==> src/rtl/hazard_scoreboard_id_pkg.sv <==
// Shared pipeline types for the ID-stage hazard scoreboard: register index,
// per-slot destination record and the constants that describe an empty slot.
package hazard_scoreboard_id_pkg;

  localparam int REG_W = 5;

  typedef logic [REG_W-1:0] reg_idx_t;

  typedef struct packed {
    logic     wr;
    logic     ld;
    reg_idx_t rd;
  } slot_t;

  localparam reg_idx_t REG_ZERO   = '0;
  localparam slot_t    SLOT_EMPTY = '{wr: 1'b0, ld: 1'b0, rd: '0};

  // r0 is hard-wired, so a write to it never produces anything to forward
  function automatic slot_t make_slot(logic reg_write, logic mem_read, reg_idx_t rd);
    return '{wr: reg_write && (rd != REG_ZERO), ld: mem_read, rd: rd};
  endfunction

endpackage

==> src/rtl/hazard_scoreboard_id_if.sv <==
// ID-stage side of the scoreboard: decoded operand info in, stall/bubble and
// registered forwarding destinations out.
interface hazard_scoreboard_id_if #(
  parameter int CNT_W = 16
);
  import hazard_scoreboard_id_pkg::*;

  logic             enable;
  logic             id_valid;
  reg_idx_t         id_rs;
  reg_idx_t         id_rt;
  logic             id_uses_rs;
  logic             id_uses_rt;
  logic             id_is_branch;
  reg_idx_t         id_rd;
  logic             id_reg_write;
  logic             id_mem_read;
  logic             flush;
  logic             stall;
  logic             bubble;
  reg_idx_t         ex_m_rd;
  logic             ex_m_reg_write;
  reg_idx_t         m_rd;
  logic             m_reg_write;
  logic [CNT_W-1:0] stall_cycles;

  modport master (
    output enable, id_valid, id_rs, id_rt, id_uses_rs, id_uses_rt, id_is_branch,
           id_rd, id_reg_write, id_mem_read, flush,
    input  stall, bubble, ex_m_rd, ex_m_reg_write, m_rd, m_reg_write, stall_cycles
  );

  modport slave (
    input  enable, id_valid, id_rs, id_rt, id_uses_rs, id_uses_rt, id_is_branch,
           id_rd, id_reg_write, id_mem_read, flush,
    output stall, bubble, ex_m_rd, ex_m_reg_write, m_rd, m_reg_write, stall_cycles
  );

endinterface

==> src/rtl/hazard_scoreboard_id_hazard_match.sv <==
// Compares one counted ID source against one in-flight slot; NEED_LD restricts
// the hit to slots holding a load.
module hazard_match
  import hazard_scoreboard_id_pkg::*;
#(
  parameter bit NEED_LD = 1'b0
) (
  input  logic     i_src_counted,
  input  reg_idx_t i_src,
  input  slot_t    i_slot,
  output logic     o_hit
);

  assign o_hit = i_src_counted && i_slot.wr && (i_slot.ld || !NEED_LD) &&
                 (i_slot.rd == i_src);

endmodule

==> src/rtl/hazard_scoreboard_id.sv <==
// Tracks in-flight destinations through EX/MEM/WB, drives the forwarding
// destination registers and requests stalls for hazards forwarding cannot cover.
module hazard_scoreboard_id
  import hazard_scoreboard_id_pkg::*;
#(
  parameter int CNT_W = 16
) (
  input logic                  clk,
  input logic                  reset,
  hazard_scoreboard_id_if.slave bus
);

  slot_t            r_ex;
  slot_t            r_mem;
  logic             r_wb_wr;
  reg_idx_t         r_wb_rd;
  logic [CNT_W-1:0] r_cnt;

  logic w_rs_counted, w_rt_counted;
  logic w_ex_rs_hit, w_ex_rt_hit, w_mem_rs_hit, w_mem_rt_hit;
  logic w_ex_hit, w_mem_ld_hit, w_load_use, w_stall, w_bubble;

  assign w_rs_counted = bus.id_valid && bus.id_uses_rs && (bus.id_rs != REG_ZERO);
  assign w_rt_counted = bus.id_valid && bus.id_uses_rt && (bus.id_rt != REG_ZERO);

  hazard_match #(.NEED_LD(1'b0)) u_ex_rs (
    .i_src_counted(w_rs_counted), .i_src(bus.id_rs), .i_slot(r_ex), .o_hit(w_ex_rs_hit)
  );
  hazard_match #(.NEED_LD(1'b0)) u_ex_rt (
    .i_src_counted(w_rt_counted), .i_src(bus.id_rt), .i_slot(r_ex), .o_hit(w_ex_rt_hit)
  );
  hazard_match #(.NEED_LD(1'b1)) u_mem_rs (
    .i_src_counted(w_rs_counted), .i_src(bus.id_rs), .i_slot(r_mem), .o_hit(w_mem_rs_hit)
  );
  hazard_match #(.NEED_LD(1'b1)) u_mem_rt (
    .i_src_counted(w_rt_counted), .i_src(bus.id_rt), .i_slot(r_mem), .o_hit(w_mem_rt_hit)
  );

  assign w_ex_hit     = w_ex_rs_hit || w_ex_rt_hit;
  assign w_mem_ld_hit = w_mem_rs_hit || w_mem_rt_hit;
  assign w_load_use   = w_ex_hit && r_ex.ld;

  // Branches resolve in ID, so even an ALU result one ahead is too late for them
  assign w_stall  = bus.id_valid &&
                    (w_load_use || (bus.id_is_branch && (w_ex_hit || w_mem_ld_hit)));
  assign w_bubble = w_stall || bus.flush || !bus.id_valid;

  // NOTE: all state below uses non-blocking assignments so the EX->MEM->WB
  // shift reads the pre-edge values of every slot, regardless of statement order.
  always_ff @(posedge clk) begin
    if (reset) begin
      r_ex    <= SLOT_EMPTY;
      r_mem   <= SLOT_EMPTY;
      r_wb_wr <= 1'b0;
      r_wb_rd <= REG_ZERO;
      r_cnt   <= '0;
    end else if (bus.enable) begin
      r_ex    <= w_bubble ? SLOT_EMPTY
                          : make_slot(bus.id_reg_write, bus.id_mem_read, bus.id_rd);
      r_mem   <= r_ex;
      r_wb_wr <= r_mem.wr;
      r_wb_rd <= r_mem.rd;
      if (w_stall && (r_cnt != '1)) r_cnt <= r_cnt + 1'b1;
    end
  end

  assign bus.stall          = w_stall;
  assign bus.bubble         = w_bubble;
  assign bus.ex_m_rd        = r_mem.rd;
  assign bus.ex_m_reg_write = r_mem.wr;
  assign bus.m_rd           = r_wb_rd;
  assign bus.m_reg_write    = r_wb_wr;
  assign bus.stall_cycles   = r_cnt;

endmodule

==> src/flat_wrapper.sv <==
// flat-port wrapper written by rule: the top's interface ports become plain ports
module hazard_scoreboard_id_flat import hazard_scoreboard_id_pkg::*;
#(
  parameter int CNT_W = 16
)
  (clk, reset, bus_enable, bus_id_valid, bus_id_rs, bus_id_rt, bus_id_uses_rs, bus_id_uses_rt, bus_id_is_branch, bus_id_rd, bus_id_reg_write, bus_id_mem_read, bus_flush, bus_stall, bus_bubble, bus_ex_m_rd, bus_ex_m_reg_write, bus_m_rd, bus_m_reg_write, bus_stall_cycles);
  hazard_scoreboard_id_if #(.CNT_W(CNT_W)) bus_i ();
  input logic clk;
  input logic reset;
  input wire logic [$bits(bus_i.enable)-1:0] bus_enable;
  input wire logic [$bits(bus_i.id_valid)-1:0] bus_id_valid;
  input wire logic [$bits(bus_i.id_rs)-1:0] bus_id_rs;
  input wire logic [$bits(bus_i.id_rt)-1:0] bus_id_rt;
  input wire logic [$bits(bus_i.id_uses_rs)-1:0] bus_id_uses_rs;
  input wire logic [$bits(bus_i.id_uses_rt)-1:0] bus_id_uses_rt;
  input wire logic [$bits(bus_i.id_is_branch)-1:0] bus_id_is_branch;
  input wire logic [$bits(bus_i.id_rd)-1:0] bus_id_rd;
  input wire logic [$bits(bus_i.id_reg_write)-1:0] bus_id_reg_write;
  input wire logic [$bits(bus_i.id_mem_read)-1:0] bus_id_mem_read;
  input wire logic [$bits(bus_i.flush)-1:0] bus_flush;
  output wire logic [$bits(bus_i.stall)-1:0] bus_stall;
  output wire logic [$bits(bus_i.bubble)-1:0] bus_bubble;
  output wire logic [$bits(bus_i.ex_m_rd)-1:0] bus_ex_m_rd;
  output wire logic [$bits(bus_i.ex_m_reg_write)-1:0] bus_ex_m_reg_write;
  output wire logic [$bits(bus_i.m_rd)-1:0] bus_m_rd;
  output wire logic [$bits(bus_i.m_reg_write)-1:0] bus_m_reg_write;
  output wire logic [$bits(bus_i.stall_cycles)-1:0] bus_stall_cycles;
  assign bus_i.enable = bus_enable;
  assign bus_i.id_valid = bus_id_valid;
  assign bus_i.id_rs = bus_id_rs;
  assign bus_i.id_rt = bus_id_rt;
  assign bus_i.id_uses_rs = bus_id_uses_rs;
  assign bus_i.id_uses_rt = bus_id_uses_rt;
  assign bus_i.id_is_branch = bus_id_is_branch;
  assign bus_i.id_rd = bus_id_rd;
  assign bus_i.id_reg_write = bus_id_reg_write;
  assign bus_i.id_mem_read = bus_id_mem_read;
  assign bus_i.flush = bus_flush;
  assign bus_stall = bus_i.stall;
  assign bus_bubble = bus_i.bubble;
  assign bus_ex_m_rd = bus_i.ex_m_rd;
  assign bus_ex_m_reg_write = bus_i.ex_m_reg_write;
  assign bus_m_rd = bus_i.m_rd;
  assign bus_m_reg_write = bus_i.m_reg_write;
  assign bus_stall_cycles = bus_i.stall_cycles;
  hazard_scoreboard_id #(.CNT_W(CNT_W)) u_core (.clk(clk), .reset(reset), .bus(bus_i));
endmodule
==> config.mk <==
export PLATFORM = sky130hd
export DESIGN_NAME = hazard_scoreboard_id_flat
export DESIGN_NICKNAME = d
export VERILOG_FILES = /design/src/rtl/hazard_scoreboard_id_pkg.sv /design/src/rtl/hazard_scoreboard_id_if.sv /design/src/rtl/hazard_scoreboard_id_hazard_match.sv /design/src/rtl/hazard_scoreboard_id.sv /design/src/flat_wrapper.sv
export SDC_FILE = /design/constraint.sdc
export NUM_CORES = 1
export LEC_CHECK = 0
export CORE_MARGIN = 5
export CORE_UTILIZATION = 41
export DETAILED_ROUTE_END_ITERATION = 16
export DONT_BUFFER_PORTS = 1
export RECOVER_POWER = 25
export REMOVE_ABC_BUFFERS = 1
export SKIP_LAST_GASP = 1
export SLEW_MARGIN = 20
export SYNTH_ARGS = -nofsm -noshare
export SYNTH_HDL_FRONTEND = slang
export SYNTH_SLANG_ARGS = --single-unit
export TNS_END_PERCENT = 100
==> constraint.sdc <==
create_clock -name clk -period 3.1 [get_ports clk]
set_clock_uncertainty 0.1 [all_clocks]
set_input_delay 0.775 -clock clk [delete_from_list [all_inputs] [get_ports clk]]
set_output_delay 0.775 -clock clk [all_outputs]
set_load 0.01 [all_outputs]
==> flow_summary.toml, run 1 <==
[critical_path]
critPathCapture = "bus_bubble"
crit_start = "bus_id_rt[0]"
worst-path-stages = 6
timing.rr.start = "u_core.r_ex[4]$_SDFFE_PP0P_"
crit_arrival_ns = 2.10
cp_top_family = "simple AND/OR/NAND/NOR gates"
crit_path_start_kind = "input port"
cp.buffers_inverters = 0
crit_chain = "or4_1 > o211ai_1 > o22ai_2 > nand2_1 > o21a_2 > nand3b_1"
path_class = "input port to output port"
max_stage_delay_ns = 0.53
r2r_cells = 7
rrSetupSlack_ns = 0.70
rr_endpoint = "u_core.bus.stall_cycles[9]$_SDFFE_PP0P_"
cp_max_fo = 4
critPathSlowestCell = "or4_1"
cp-end-kind = "output port"
required_ns = 2.22

[timing]
slew_headroom = 0.696
rsz0062_at_grt = "false"
drv_slew = 0
fmax_mhz = 337
finalSetupViolations = 0
finalHoldViolCount = 0
worst_slew_pin_slew_ns = 0.454
fin_setup_tns_ns = 0
finalCriticalPeriod_ns = 2.97
holdWs_ns = 0.379
finalCritPeriodShare = 0.958

[synthesis]
netlist_area_sq_um = 1900
synth_seq_cells = 36
synth-seq-area-share = 0.378
yosysWarnings = 0
avgSynthCellArea_sq_um = 8.94
synthCells = 213
ys_types = 42

[die]
core_area_sq_um = 4440
initial_core_util = 0.428
dieArea_sq_um = 6110
die_w_microns = 78.2
die_h_microns = 78.2
ioPinCount = 55
num_rows = 24

[power_and_ir_drop]
fin_total_pwr_mw = 0.819
power_leakage_nw = 0.721
p_switching_mw = 0.179
p_comb_frac = 0.044
irDropWorstVdd_uv = 138
sequentialPowerShare = 0.576
swShare = 0.218
power_density_nw_per_um2 = 413
p_clk_frac = 0.380
p_int_mw = 0.640

[placement]
port_buffers = 0
gp_congestion = 0.790
dp.cells = 254
hpwl_microns = 3340

[finish]
drive_gt1_frac = 0.0718
diodes = 0
layout_commonest_cell = "dfxtp_1"
area_growth_pct = 4.07
nets = 235
num-fill-cells = 444
stdcell_count = 261
final_cell_mix = "dfxtp_1 (36), nor2_1 (20), mux2i_1 (13)"

[routing]
ant_nets = 0
drt_iter0_drc = 39
wl_per_cell_microns = 16.8
wl_microns = 4400
vias = 1505
first_pass_iters = 4
drc_errors = 0
viasPerCell = 5.77

[clock_tree]
clk_latency_ns = 0.28
htree_levels = 2
ctsRootBufferMaster = "clkbuf_8"
cts_made_buffers = 5
clk_pin_slew_ns = 0.07
hold_buffers = 0
post_cts_resized = 0
cts_tree = "yes"
clkSinkCount = 36
cts_setup_buffers = 0
clock_path_buffers = 2

[global_route]
overflow = 0
grt_pass1_vias = 1402
grt_usage = 0.149
antenna_found_initial = 0
grt_pass1_wl_microns = 7350
grt_max_degree = 35

[hold_path]
min_path_type = "flip-flop to flip-flop"
hold_start = "u_core.r_ex[6]$_SDFFE_PP0P_"

[outcome]
outcome = "completed"

[job]
cap_violations = 0
-- area by class of cell --
type,count,area [sq um],share of cell area
Clock inverter,1,5.00,0.00253
Tap cell,52,65.1,0.0328
Multi-Input combinational cell,162,1100,0.553
Clock buffer,6,72.6,0.0366
Timing Repair Buffer,2,15.0,0.00758
Sequential cell,36,721,0.364
Inverter,2,7.51,0.00379
-- through the flow --
step	utilization	instance area (sq um)	worst slack (ns)
floorplan	-	1820	0.114
CTS	0.446	1980	0.128
global route	0.446	1980	0.0570
finish	0.446	1980	0.130
detailed placement	0.428	1900	0.131
global placement	0.428	1900	0.128
-- layer usage --
metal / global-route usage / part of all wire / vias up
li1: - / - / 765
met5: 0 / 0 / -
met2: 0.225 / 0.46 / 30
met4: 0.0472 / 0.014 / 0
met3: 0.0481 / 0.057 / 6
met1: 0.202 / 0.47 / 704
-- cells in the mapped netlist, drive strengths merged --
cell type / n / share of area
a21oi: 13 / 0.036
a22o: 6 / 0.028
a31o: 1 / 0.0046
a31oi: 1 / 0.0033
and2: 3 / 0.0099
and3: 6 / 0.020
buf: 10 / 0.036
clkbuf: 3 / 0.0059
dfxtp: 36 / 0.38
ha: 1 / 0.0066
inv: 2 / 0.0039
mux2: 3 / 0.018
mux2i: 13 / 0.068
nand2: 11 / 0.022
nand2b: 1 / 0.0033
nand3: 6 / 0.016
nand3b: 1 / 0.0039
nand4: 7 / 0.023
nand4b: 1 / 0.0046
nor2: 20 / 0.039
nor2b: 4 / 0.013
nor3: 3 / 0.0079
nor3b: 1 / 0.0039
nor4: 2 / 0.0066
nor4b: 1 / 0.012
o211ai: 3 / 0.012
o21a: 3 / 0.012
o21ai: 10 / 0.026
o22ai: 1 / 0.0066
o31ai: 5 / 0.020
or3: 6 / 0.020
or4: 9 / 0.037
xnor2: 8 / 0.037
xor2: 12 / 0.055
-- power groups by stage --
stage	sequential [mW]	clock [mW]	combinational (mW)
3_3_place_gp	0.482	0	0.0362
4_1_cts	0.472	0.320	0.0365
6_report	0.472	0.311	0.0361
3_5_place_dp	0.482	0	0.0363
5_1_grt	0.472	0.344	0.0397
2_1_floorplan	0.481	0	0.0321
-- worst reg2reg max path, stage by stage (launching register included) --
cell and delay (ns):
dfxtp_1 0.36, xor2_1 0.17, or4_4 0.52, o22ai_2 0.18, nand4_1 0.13, o21a_1 0.24, or4_1 0.50, a21oi_1 0.14
-- sequential cells by signal (all words and copies together), names as in the netlist --
name	cells
u_core.r_ex	7
u_core.bus.ex_m_rd	5
u_core.bus.m_rd	5
u_core.r_mem	1
u_core.bus.m_reg_write	1
u_core.bus.ex_m_reg_write	1
u_core.bus.stall_cycles	16
-- worst min path at each step --
stage / end / depth (start not counted)
2_1_floorplan: u_core.r_ex[6]$_SDFFE_PP0P_ / 2
3_3_place_gp: u_core.r_ex[6]$_SDFFE_PP0P_ / 2
3_5_place_dp: u_core.r_ex[6]$_SDFFE_PP0P_ / 2
4_1_cts: u_core.r_ex[6]$_SDFFE_PP0P_ / 2
5_1_grt: u_core.r_ex[6]$_SDFFE_PP0P_ / 2
6_report: u_core.r_ex[6]$_SDFFE_PP0P_ / 2
-- logic make-up (layout without fill, tap and decap cells) --
group | after synthesis | after routing | synth area share
AOI/OAI and AO/OA | 43 | 43 | 0.148
and+or+nand+nor | 82 | 82 | 0.242
DFF | 36 | 36 | 0.378
xor gates and xnor gates | 20 | 20 | 0.0920
adders and majority gates | 1 | 1 | 0.00657
muxes | 16 | 16 | 0.0861
buffers and inverters | 15 | 11 | 0.0460
Power figures use the tool's default switching activity.
==> run 2: changes to the inputs <==
- CAP_MARGIN: unset -> 10
==> results of run 2 <==
No change in the layout: final DEF, timing and power equal those of run 1.
==> run 3: changes to the inputs <==
- CTS_CLUSTER_DIAMETER: unset -> 60
==> results of run 3 <==
No change in the layout: final DEF, timing and power equal those of run 1.
